<file path="src/rtl/data_cache.sv">
// Direct-mapped, write-through, no-write-allocate data cache with one word per line.
// Load hits complete in the request cycle; misses and stores stall while the backing memory responds.
module data_cache #(
  parameter int DATA_WIDTH    = 32,
  parameter int ADDRESS_WIDTH = 32,
  parameter int SETS          = 16,
  parameter int INDEX_BITS    = $clog2(SETS)
) (
  input  logic                     clk,
  input  logic                     rst,
  input  logic                     req_valid,
  input  logic                     req_we,
  input  logic [ADDRESS_WIDTH-1:0] req_addr,
  input  logic [DATA_WIDTH-1:0]    req_wdata,
  input  logic                     flush,
  output logic [DATA_WIDTH-1:0]    rdata,
  output logic                     stall,
  output logic                     mem_req,
  output logic                     mem_we,
  output logic [ADDRESS_WIDTH-1:0] mem_addr,
  output logic [DATA_WIDTH-1:0]    mem_wdata,
  input  logic                     mem_ack,
  input  logic [DATA_WIDTH-1:0]    mem_rdata,
  output logic [31:0]              hit_count,
  output logic [31:0]              miss_count
);

  localparam int TAG_BITS = ADDRESS_WIDTH - INDEX_BITS - 2;

  typedef enum logic [1:0] {IDLE, FILL, WRITE} state_t;

  state_t                state;
  logic [SETS-1:0]       valid;
  logic [TAG_BITS-1:0]   tag_array  [SETS];
  logic [DATA_WIDTH-1:0] data_array [SETS];
  logic                  just_filled;

  logic [INDEX_BITS-1:0] index;
  logic [INDEX_BITS-1:0] mem_index;
  logic [TAG_BITS-1:0]   tag;
  logic [TAG_BITS-1:0]   mem_tag;
  logic                  hit;
  logic                  mem_hit;
  logic                  addr_unused;

  function automatic logic [31:0] sat_inc(input logic [31:0] v);
    return (v == 32'hFFFF_FFFF) ? v : v + 32'd1;
  endfunction

  assign index       = req_addr[INDEX_BITS+1:2];
  assign tag         = req_addr[ADDRESS_WIDTH-1:INDEX_BITS+2];
  assign hit         = valid[index] && (tag_array[index] == tag);
  assign addr_unused = ^req_addr[1:0];

  // The outstanding transaction is tracked only through the captured memory address.
  assign mem_index = mem_addr[INDEX_BITS+1:2];
  assign mem_tag   = mem_addr[ADDRESS_WIDTH-1:INDEX_BITS+2];
  assign mem_hit   = valid[mem_index] && (tag_array[mem_index] == mem_tag);

  assign rdata = hit ? data_array[index] : '0;

  always_comb begin
    stall = 1'b0;
    case (state)
      IDLE:    stall = req_valid && (req_we || !hit);
      FILL:    stall = 1'b1;
      WRITE:   stall = !mem_ack;
      default: stall = 1'b0;
    endcase
  end

  always_ff @(posedge clk or negedge rst) begin
    if (!rst) begin
      state       <= IDLE;
      valid       <= '0;
      mem_req     <= 1'b0;
      mem_we      <= 1'b0;
      mem_addr    <= '0;
      mem_wdata   <= '0;
      hit_count   <= '0;
      miss_count  <= '0;
      just_filled <= 1'b0;
    end else begin
      case (state)
        IDLE: begin
          just_filled <= 1'b0;
          if (flush) valid <= '0;
          if (req_valid) begin
            if (req_we) begin
              state     <= WRITE;
              mem_req   <= 1'b1;
              mem_we    <= 1'b1;
              mem_addr  <= {req_addr[ADDRESS_WIDTH-1:2], 2'b00};
              mem_wdata <= req_wdata;
            end else if (hit) begin
              // The retiring cycle of a filled miss was already counted as a miss.
              if (!just_filled) hit_count <= sat_inc(hit_count);
            end else begin
              state      <= FILL;
              mem_req    <= 1'b1;
              mem_we     <= 1'b0;
              mem_addr   <= {req_addr[ADDRESS_WIDTH-1:2], 2'b00};
              miss_count <= sat_inc(miss_count);
            end
          end
        end
        FILL: begin
          if (mem_ack) begin
            valid[mem_index] <= 1'b1;
            state            <= IDLE;
            mem_req          <= 1'b0;
            just_filled      <= 1'b1;
          end
        end
        WRITE: begin
          if (mem_ack) begin
            state   <= IDLE;
            mem_req <= 1'b0;
            mem_we  <= 1'b0;
          end
        end
        default: state <= IDLE;
      endcase
    end
  end

  // Tag/data storage carries no reset; the valid bits alone qualify it.
  always_ff @(posedge clk) begin
    if (state == FILL && mem_ack) begin
      tag_array[mem_index]  <= mem_tag;
      data_array[mem_index] <= mem_rdata;
    end else if (state == WRITE && mem_ack && mem_hit) begin
      data_array[mem_index] <= mem_wdata;
    end
  end

endmodule

</file>
<file path="config.mk">
export PLATFORM = sky130hd
export DESIGN_NAME = data_cache
export DESIGN_NICKNAME = d
export VERILOG_FILES = /design/src/rtl/data_cache.sv
export SDC_FILE = /design/constraint.sdc
export NUM_CORES = 1
export LEC_CHECK = 0
export CAP_MARGIN = 30
export CORE_MARGIN = 2
export CORE_UTILIZATION = 45
export CTS_CLUSTER_DIAMETER = 60
export DETAILED_ROUTE_END_ITERATION = 6
export PLACE_DENSITY_LB_ADDON = 0.15
export SYNTH_ARGS = -nofsm -noshare
export SYNTH_HDL_FRONTEND = slang
export SYNTH_SLANG_ARGS = --single-unit
</file>
<file path="constraint.sdc">
create_clock -name clk -period 12.1 [get_ports clk]
set_input_delay 1.21 -clock clk [delete_from_list [all_inputs] [get_ports clk]]
set_output_delay 1.21 -clock clk [all_outputs]
set_load 0.01 [all_outputs]
</file>
==> load_flow_metrics.sql <==
INSERT INTO impl_metrics (metric_group, metric, value, unit) VALUES
('global_routing', 'pin_count_of_the_biggest_net_entering_global_routing', '126', ''),
('power_and_ir_drop', 'pwr-share-seq', '45.7', '%'),
('floorplan', 'core_area', '103000', 'um2'),
('synth', 'yosysSeqAreaShare', '67.7', '%'),
('floorplan', 'floorplan.die_area', '106000', 'um2'),
('sta', 'timing.slew.headroom', '31.1', '%'),
('final_layout', 'post_layout_nonfiller_instances', '4169', ''),
('power_and_ir_drop', 'static-leakage-power', '0.0181', 'uW'),
('power_and_ir_drop', 'pwr-share-comb', '21.1', '%'),
('flow_run', 'drv_cap', '0', ''),
('synth', 'synth_edf_count', '928', ''),
('clock_tree', 'clock_tree.root_cell', 'sky130_fd_sc_hd__clkbuf_16', ''),
('setup_path', 'timing_worst_setup_path_type', 'input pin to output port', ''),
('placement', 'gp_routability_congestion', '0.798', ''),
('routing', 'remaining_routing_drc_violations', '0', ''),
('synth', 'ys.flop_type', 'sky130_fd_sc_hd__edfxtp_1', ''),
('routing', 'detailedRoute.firstIterationViolations', '2500', ''),
('setup_path', 'cp-end-kind', 'output port', ''),
('clock_tree', 'cts_buffers', '115', ''),
('power_and_ir_drop', 'cellPowerDensity', '193', 'nW/um2'),
('final_layout', 'layout-area-overhead-vs-synth', '17.8', '%'),
('routing', 'avgRoutedWirePerCell', '28.9', 'um'),
('floorplan', 'row_cnt', '118', ''),
('setup_path', 'startpoint_type', 'input pin', ''),
('final_layout', 'layout-drive-gt1-share', '27.4', '%'),
('sta', 'timing_max_transition_violations_final', '0', ''),
('floorplan', 'initial_utilization', '45.2', '%'),
('sta', 'fin_crit', '7.54', 'ns'),
('sta', 'min_period_over_period', '62.3', '%'),
('sta', 'timing_hold_violations_final', '0', ''),
('floorplan', 'chipHeight', '326', 'um'),
('clock_tree', 'clkSlewWorstSetupHoldPaths', '0.06', 'ns'),
('setup_path', 'crit_chain', 'clkbuf_8 -> buf_4 -> nor2_1 -> a22oi_1 -> a21oi_1 -> nor4_2 -> o2111ai_1 -> or4b_4 -> or3_2 -> nor2b_1 -> clkdlybuf4s50_1', ''),
('power_and_ir_drop', 'total_power_consumption', '10600', 'uW'),
('global_routing', 'track_usage', '22.8', '%'),
('sta', 'setup_viol_count_final', '0', ''),
('synth', 'syn_area_per_cell', '19.5', 'um2'),
('clock_tree', 'post_cts.resized_instances', '0', ''),
('global_routing', 'first_global_vias', '26300', ''),
('sta', 'setup_slack', '4.56', 'ns'),
('floorplan', 'ios', '265', ''),
('placement', 'placement_stage_worst_setup_slack', '4.27', 'ns'),
('clock_tree', 'htreeDepth', '3', ''),
('status', 'run_status', 'completed', ''),
('setup_path', 'timing.critical_path.buf_inv', '3', ''),
('routing', 'vias_per_cell', '6.00', ''),
('setup_path', 'timing.critical_path.slowest_stage_cell', 'sky130_fd_sc_hd__or3_2', ''),
('global_routing', 'wire_length_of_the_first_global_routing_pass', '177000', 'um'),
('synth', 'async_reset_ff_share', '13.7', '%'),
('setup_path', 'cp_max_fo', '79', ''),
('setup_path', 'cp.arrival', '6.33', 'ns'),
('sta', 'rsz0062_at_grt', 'false', ''),
('floorplan', 'dieWidth', '326', 'um'),
('power_and_ir_drop', 'clockPowerShare', '33.1', '%'),
('final_layout', 'layout.nets', '2794', ''),
('clock_tree', 'worstSkewPairLatency', '0.72', 'ns'),
('min_path', 'hold_path_class', 'input pin to asynchronous set/reset pin', ''),
('sta', 'setup_tns', '0', 'ns'),
('power_and_ir_drop', 'power_switching', '2940', 'uW'),
('global_routing', 'grt-ovfl-total', '0', ''),
('setup_path', 'cp_top_family', 'simple AND/OR/NAND/NOR gates', ''),
('synth', 'syn_area', '46600', 'um2'),
('clock_tree', 'cts_max_path_buffers', '3', ''),
('sta', 'clock-skew-final', '0.0281', 'ns'),
('power_and_ir_drop', 'worst_ir_drop_vdd', '0.141', 'mV'),
('placement', 'dpl.hpwl', '66500', 'um'),
('synth', 'yosys_register_bits', '1075', ''),
('power_and_ir_drop', 'power.internal', '7670', 'uW'),
('sta', 'clock.fmax', '133', 'MHz'),
('sta', 'worstMarginPinSlew', '1.03', 'ns'),
('routing', 'route.final.wire_length', '121000', 'um');
[cells in the final DEF (no fill, tap or decap), drive strengths merged, types with 11 or more instances in the layout]
cell,synthesis,routed
nor3,32,32
nand4,28,28
nand2b,12,12
a22oi,22,22
mux2,108,108
mux4,371,371
dfrtp,147,147
o21ai,11,11
nor2,72,72
edfxtp,928,928
clkinv,1,42
clkbuf,66,151
nor4,12,12
buf,79,63
nor2b,47,47
mux2i,93,93
bufinv,0,11
inv,12,19
clkdlybuf4s50,0,255
xnor2,77,77
nand2,44,44
nand3,47,47
and3,24,24
xor2,31,31
a21oi,25,25
[power groups by stage]
stage               Combinational (uW)  Sequential [uW]  Clock, uW
detailed placement                2250             4940          0
finish                            2240             4850       3520
floorplan                         1380             4850          0
global placement                  2220             4900          0
global route                      2390             4910       3730
CTS                               2260             4860       3590
[area by class of cell]
cell class	instances	area, um2
inverters	13	50.0
diodes	4	10.0
well taps	1380	1730
clock inverters	68	727
fillers	8192	48100
clock buffers	148	3100
multi-input cells	1160	14500
flip-flops and latches	1075	31600
repair buffers	321	3190
[worst reg2reg max path: stages (launching register included)]
cell	delay (ns)
sky130_fd_sc_hd__dfrtp_4	0.60
sky130_fd_sc_hd__buf_4	0.54
sky130_fd_sc_hd__buf_4	0.26
sky130_fd_sc_hd__buf_16	0.32
sky130_fd_sc_hd__mux4_2	0.60
sky130_fd_sc_hd__mux4_2	0.49
sky130_fd_sc_hd__xnor2_1	0.30
sky130_fd_sc_hd__nand4_1	0.20
sky130_fd_sc_hd__nor4_1	0.86
sky130_fd_sc_hd__or4b_1	0.53
sky130_fd_sc_hd__nand2_1	0.15
sky130_fd_sc_hd__nand2b_1	0.28
sky130_fd_sc_hd__nor2_4	0.53
sky130_fd_sc_hd__buf_4	0.55
[synth_stat cells (all sizes together), types with 3 or more instances]
cell	number	area, um2
a221oi	4	35.0
or4	6	48.8
inv	12	45.0
or3	4	30.0
buf	79	443
a22oi	22	165
a2111oi	3	26.3
mux4	371	8360
a22o	6	52.6
xor2	31	272
nand2	44	165
and2	9	56.3
or4b	3	33.8
mux2	108	1220
o22ai	3	18.8
and3	24	150
nand2b	12	75.1
a211o	4	35.0
nand3b	4	30.0
and4	9	78.8
nor4b	6	52.6
clkbuf	66	248
xnor2	77	682
edfxtp	928	27900
nor4	12	87.6
nor2	72	270
nor2b	47	294
a32oi	3	26.3
ha	6	75.1
or2	4	25.0
o21ai	11	55.1
dfrtp	147	3680
o31ai	3	22.5
mux2i	93	931
nor3	32	200
a211oi	3	22.5
a21oi	25	125
nand3	47	235
nand4	28	175
nand4b	4	35.0
[stage by stage]
stage                     cell area (um2)  util, %
after global routing                54900     53.3
final                               54900     53.3
after CTS                           54800     53.2
after global placement              50900     49.4
after floorplan                     46600        -
after detailed placement            51000     49.5
[kinds of logic after synthesis]
group,after synthesis,share of synthesized area [%]
simple gates,370,4.44
mux,572,22.5
compound gates,102,1.52
xor+xnor,108,2.05
fa+ha+maj,6,0.161
flops,1075,67.7
buf+inv,158,1.59
other cells,1,0.00805
[sequential cells by signal, summed over array words and instances (netlist names), 2 cells and up]
| name | count |
|---|---|
| mem_wdata | 32 |
| miss_count | 32 |
| mem_addr | 30 |
| state | 2 |
| valid | 16 |
| hit_count | 32 |
| data_array | 512 |
| tag_array | 416 |
[final timing paths]
kind,from,end,slack [ns],depth (start not counted)
max in group asynchronous,rst,mem_addr[28]$_DFFE_PN0P_,10.10,3
hold / removal,rst,mem_wdata[18]$_DFFE_PN0P_,0.41,1
setup / recovery,req_addr[3],rdata[10],4.56,11
setup reg to reg,mem_addr[2]$_DFFE_PN0P_,data_array[6][1]$_DFFE_PP_,5.49,13
hold reg to reg,hit_count[28]$_DFFE_PN0P_,hit_count[28]$_DFFE_PN0P_,0.49,1
min in group clk,hit_count[28]$_DFFE_PN0P_,hit_count[28]$_DFFE_PN0P_,0.49,1
[per-layer routing]
| layer | vias up | GRT usage, % | routed length [um] |
|---|---|---|---|
| li1 | 10500 | - | - |
| met1 | 13300 | 30.7 | 48600 |
| met2 | 955 | 38.2 | 60200 |
| met3 | 233 | 4.03 | 8060 |
| met4 | 6 | 6.92 | 3640 |
| met5 | - | 0 | 42 |
No activity file was read; power rests on OpenSTA's default activity.
